`src/rtl/uart_tx_buffer.sv`:
```
// Transmit-side UART stage: byte FIFO in front of an 8N1 serialiser (LSB first).
// txd and tx_busy are registered from the current state, so they trail the FSM by one clock.
module uart_tx_buffer #(
   parameter int unsigned CLK_PER_BIT = 868,
   parameter int unsigned DEPTH_LOG2  = 4
) (
   input  logic       clk,
   input  logic       rstn,
   input  logic [7:0] uart_send_data,
   input  logic       uart_send_ready,
   output logic       uart_send_valid,
   output logic       txd,
   output logic       tx_busy
);

   localparam int unsigned DEPTH = 1 << DEPTH_LOG2;
   localparam logic [DEPTH_LOG2:0] FULL_CNT = DEPTH[DEPTH_LOG2:0];
   localparam logic [15:0] BAUD_LAST = 16'(CLK_PER_BIT - 1);

   typedef enum logic [1:0] {
      S_IDLE,
      S_START,
      S_DATA,
      S_STOP
   } state_t;

   state_t                state_q,  state_d;
   logic [DEPTH_LOG2-1:0] wr_ptr_q, wr_ptr_d;
   logic [DEPTH_LOG2-1:0] rd_ptr_q, rd_ptr_d;
   logic [DEPTH_LOG2:0]   count_q,  count_d;
   logic [2:0]            bit_idx_q, bit_idx_d;
   logic [15:0]           baud_q,   baud_d;
   logic [7:0]            shift_q,  shift_d;
   logic                  txd_q,    txd_d;
   logic                  busy_q,   busy_d;
   logic [7:0]            mem_q [DEPTH];

   logic full;
   logic push;
   logic pop;
   logic bit_done;

   assign full            = (count_q == FULL_CNT);
   assign push            = uart_send_ready && !full;
   assign bit_done        = (baud_q == BAUD_LAST);
   assign uart_send_valid = !full;
   assign txd             = txd_q;
   assign tx_busy         = busy_q;

   // FIFO storage needs no reset: entries are only read after being written.
   always_ff @(posedge clk) begin
      if (push) begin
         mem_q[wr_ptr_q] <= uart_send_data;
      end
   end

   always_comb begin
      state_d   = state_q;
      baud_d    = baud_q;
      bit_idx_d = bit_idx_q;
      shift_d   = shift_q;
      pop       = 1'b0;

      case (state_q)
         S_IDLE: begin
            baud_d    = '0;
            bit_idx_d = '0;
            if (count_q != '0) begin
               pop     = 1'b1;
               state_d = S_START;
            end
         end
         S_START: begin
            if (bit_done) begin
               baud_d    = '0;
               bit_idx_d = '0;
               state_d   = S_DATA;
            end else begin
               baud_d = baud_q + 16'd1;
            end
         end
         S_DATA: begin
            if (bit_done) begin
               baud_d  = '0;
               shift_d = {1'b1, shift_q[7:1]};
               if (bit_idx_q == 3'd7) begin
                  state_d = S_STOP;
               end else begin
                  bit_idx_d = bit_idx_q + 3'd1;
               end
            end else begin
               baud_d = baud_q + 16'd1;
            end
         end
         S_STOP: begin
            if (bit_done) begin
               baud_d = '0;
               // Chain straight into the next start bit when more bytes are waiting.
               if (count_q != '0) begin
                  pop     = 1'b1;
                  state_d = S_START;
               end else begin
                  state_d = S_IDLE;
               end
            end else begin
               baud_d = baud_q + 16'd1;
            end
         end
         default: begin
            state_d = S_IDLE;
         end
      endcase

      if (pop) begin
         shift_d = mem_q[rd_ptr_q];
      end
   end

   always_comb begin
      wr_ptr_d = wr_ptr_q;
      rd_ptr_d = rd_ptr_q;
      count_d  = count_q;
      if (push) begin
         wr_ptr_d = wr_ptr_q + 1'b1;
      end
      if (pop) begin
         rd_ptr_d = rd_ptr_q + 1'b1;
      end
      case ({push, pop})
         2'b10:   count_d = count_q + 1'b1;
         2'b01:   count_d = count_q - 1'b1;
         default: count_d = count_q;
      endcase
   end

   always_comb begin
      txd_d = 1'b1;
      case (state_q)
         S_START: txd_d = 1'b0;
         S_DATA:  txd_d = shift_q[0];
         default: txd_d = 1'b1;
      endcase
      busy_d = (state_q != S_IDLE) || (count_q != '0);
   end

   always_ff @(posedge clk or negedge rstn) begin
      if (!rstn) begin
         state_q   <= S_IDLE;
         wr_ptr_q  <= '0;
         rd_ptr_q  <= '0;
         count_q   <= '0;
         bit_idx_q <= '0;
         baud_q    <= '0;
         shift_q   <= '1;
         txd_q     <= 1'b1;
         busy_q    <= 1'b0;
      end else begin
         state_q   <= state_d;
         wr_ptr_q  <= wr_ptr_d;
         rd_ptr_q  <= rd_ptr_d;
         count_q   <= count_d;
         bit_idx_q <= bit_idx_d;
         baud_q    <= baud_d;
         shift_q   <= shift_d;
         txd_q     <= txd_d;
         busy_q    <= busy_d;
      end
   end

endmodule

```
`config.mk`:
```
export PLATFORM = sky130hd
export DESIGN_NAME = uart_tx_buffer
export DESIGN_NICKNAME = d
export VERILOG_FILES = /design/src/rtl/uart_tx_buffer.sv
export SDC_FILE = /design/constraint.sdc
export NUM_CORES = 1
export LEC_CHECK = 0
export ABC_AREA = 1
export BUFFER_PORTS_ARGS = -buffer_cell sky130_fd_sc_hd__buf_4
export CORE_ASPECT_RATIO = 0.6
export CORE_MARGIN = 4
export CORE_UTILIZATION = 31
export DETAILED_ROUTE_END_ITERATION = 10
export REMOVE_ABC_BUFFERS = 1
export SLEW_MARGIN = 0
export SYNTH_ARGS = -nofsm -noshare
export SYNTH_HDL_FRONTEND = slang
export SYNTH_SLANG_ARGS = --single-unit
```
`constraint.sdc`:
```
create_clock -name clk -period 4.1 [get_ports clk]
set_input_delay 0.41 -clock clk [delete_from_list [all_inputs] [get_ports clk]]
set_output_delay 0.41 -clock clk [all_outputs]
set_load 0.02 [all_outputs]
```
==> flow_metrics.tcl <==
set metrics [dict create \
    initial_utilization_pct 31.70 \
    ys.warnings.count 0 \
    synth_mux_area_share_pct 0 \
    fin_area_sq_um 8352 \
    dp_hpwl_mm 10.53 \
    max_freq_mhz 373.5 \
    grt_max_degree 67 \
    cts_sinks 172 \
    status "completed" \
    slowest_stage "dfrtp_1" \
    cp-start-kind "flip-flop" \
    placed_area_sq_um 7762 \
    final_common_cell "edfxtp_1" \
    crit_chain "ha_1 -> nand2_1 -> nor2_1 -> nand2_1 -> nor2_4 -> nand2_2 -> nand2_4 -> nand2_4 -> inv_2 -> ha_1 -> xor2_1 -> ha_1 -> inv_1 -> nand2_1 -> nand2_1 -> nand3_1 -> nand2_1 -> nand2_1 -> nand2_1" \
    num_antenna_cells 0 \
    cts_tree "built" \
    ant_nets 0 \
    synth_compound_area_share_pct 12.40 \
    clock_latency_ps 430 \
    post-cts-setup-buffers 0 \
    die_y_microns 127.4 \
    setup_viol 0 \
    drt_first_pass_iters 5 \
    wirelength_mm 16.80 \
    gp_congestion 0.8468 \
    seq_area_frac_synth_pct 67.26 \
    crit_fanout 21 \
    ir_drop_uv 304.2 \
    vias 4764 \
    path_class "reg -> reg" \
    synth_seq_cells 172 \
    row_count 43 \
    ctsResizeCount 0 \
    drc 0 \
    grt_pass1_vias 4485 \
    gr-total-overflow 0 \
    finalMaxSlewViolations 0 \
    synthXorXnorAreaFrac_pct 1.426 \
    drive_gt1_share_pct 10.82 \
    p_leak_nw 2.988 \
    worst_clock_skew_ps 13.86 \
    nNetsFinal 669 \
    hold_viol 0 \
    required_ps 4420 \
    max_slew.worst_pin.slew_ps 871.8 \
    rsz0062_at_grt "false" \
    synth_adder_area_share_pct 2.547 \
    synthSimpleGateAreaFrac_pct 12.18 \
    wire_per_inst_microns 17.30 \
    htreeDepth 4 \
    dieArea_sq_um 26380 \
    synth_top_family_by_area "compound AO/OA/AOI/OAI gates" \
    multi_input_comb_area_sq_um 2103 \
    core_area_sq_um 23240 \
    regArea_sq_um 4957 \
    io_pins 14 \
    synth_cell_type_count 39 \
    track_usage_pct 12.94 \
    syn-instance-count 634 \
    critPathCaptureType "flip-flop" \
    critPathArrivalTime_ps 3000 \
    cp_common_cell "nand2_1" \
    cts-root-buf "clkbuf_16" \
    viasPerCell 4.906 \
    relSlewSlack_pct 41.67 \
    cts_made_buffers 17 \
    fillers 2293 \
    fin_crit_ps 2677 \
    cts.path.max_buffers 2 \
    cpPeakStageDelay_ps 370 \
    setup_tns_ps 0 \
    clkTransAtPathRegs_ps 70 \
    max_cap_violations 0 \
    die_w_microns 207.0 \
    area_growth_pct 13.35 \
    syn_area_per_cell_sq_um 11.62 \
    final_cell_mix "edfxtp_1, nor2_1, o21ai_0" \
    antenna_found_initial 0 \
    port-buffer-count 13 \
    syn_area_sq_um 7368 \
    hold_path.class "in -> reg" \
    grt_first_pass_wirelength_mm 26.34 \
    final.period_utilization_pct 65.30 \
    drt_iter0_markers 390 \
    rrSetupSlack_ps 1420 \
    p_per_area_nw_per_um2 699.4 \
]
cells by family (layout without fill, tap and decap cells):
| group | Yosys count | after routing |
|---|---|---|
| and+or+nand+nor | 209 | 209 |
| DFF | 172 | 172 |
| AOI/OAI and AO/OA | 151 | 151 |
| buffers and inverters | 75 | 97 |
| adders and majority gates | 15 | 15 |
| xor gates and xnor gates | 12 | 12 |
path summary, 6_finish.rpt:
check / end / cells after the start / start
min in group asynchronous: baud_q[8] / 2 / rstn
setup reg to reg: count_q[4] / 19 / baud_q[0]
max in group asynchronous: rd_ptr_q[0] / 2 / rstn
hold / removal: mem_q[13][4] / 1 / uart_send_data[4]
setup / recovery: count_q[4] / 19 / baud_q[0]
hold reg to reg: baud_q[0] / 1 / baud_q[0]
layout make-up:
cell class | count | share of cell area [%]
Clock buffer | 23 | 6.097
Timing Repair Buffer | 19 | 1.738
Clock inverter | 9 | 0.8390
Multi-Input combinational cell | 387 | 25.18
Inverter | 46 | 2.067
Sequential cell | 172 | 59.36
Tap cell | 315 | 4.719
cells in the mapped netlist (all sizes together):
master / instances / area [sq um]
edfxtp: 128 / 3844
nor2: 99 / 381.6
o21ai: 90 / 461.7
nand2: 63 / 254.0
inv: 44 / 165.2
dfrtp: 35 / 875.8
nand3: 29 / 150.1
o221ai: 24 / 210.2
clkbuf: 17 / 63.81
ha: 15 / 187.7
o211ai: 15 / 112.6
buf: 12 / 72.56
a21oi: 11 / 55.05
xor2: 10 / 87.58
dfstp: 9 / 236.5
o22ai: 8 / 50.05
nor3: 7 / 40.04
nand4: 6 / 37.54
clkinv: 2 / 7.510
nor3b: 2 / 15.01
or2: 2 / 12.52
xnor2: 2 / 17.52
a211oi: 1 / 7.510
nor4: 1 / 6.260
o2111ai: 1 / 8.760
o21a: 1 / 7.510
critical path, delay by kind of cell, from the launching register on:
| family | cells | cell delay (ps) |
|---|---|---|
| simple gates | 13 | 1020 |
| fa+ha+maj | 3 | 680 |
| flops | 1 | 370 |
| buf+inv | 2 | 280 |
| xor+xnor | 1 | 200 |
where the power goes:
group / leakage, nW / switching, W / internal, W
combinational: 0.998 / 0.00137 / 0.000566
clock: 0.288 / 0.000701 / 0.000888
sequential: 1.70 / 0.000147 / 0.00217
sequential cells by signal, indices dropped and copies added (netlist names):
register and cells:
baud_q 16, bit_idx_q 3, count_q 5, mem_q 128, rd_ptr_q 4, shift_q 8
state_q 2, tx_busy 1, txd 1, wr_ptr_q 4
per-layer routing:
metal  vias to the layer above  track usage, %  routed length (microns)  part of all wire, %
met4                         0           3.807                      153                 0.91
li1                       2289               -                        -                    -
met5                         -               0                        0                    0
met2                       140           17.38                     6886                   41
met1                      2321           20.38                     8619                   51
met3                        14           3.190                     1141                  6.8
timing repair:
item,CTS,global route
hold buffers,1,0
setup endpoints to repair,0,0
hold endpoints to repair,7,0
metrics by stage:
stage,hold slack [ps],total power (W),utilization [%],cells,setup slack [ps]
after floorplan,114.4,0.003597,-,605,1482
after global placement,446.6,0.004257,33.40,938,1474
after detailed placement,456.7,0.004285,33.40,938,1418
after CTS,311.3,0.005867,35.93,971,1403
after global routing,328.4,0.006206,35.93,971,1048
final,324.8,0.005842,35.93,971,1423
No activity file was read; power rests on OpenSTA's default activity.
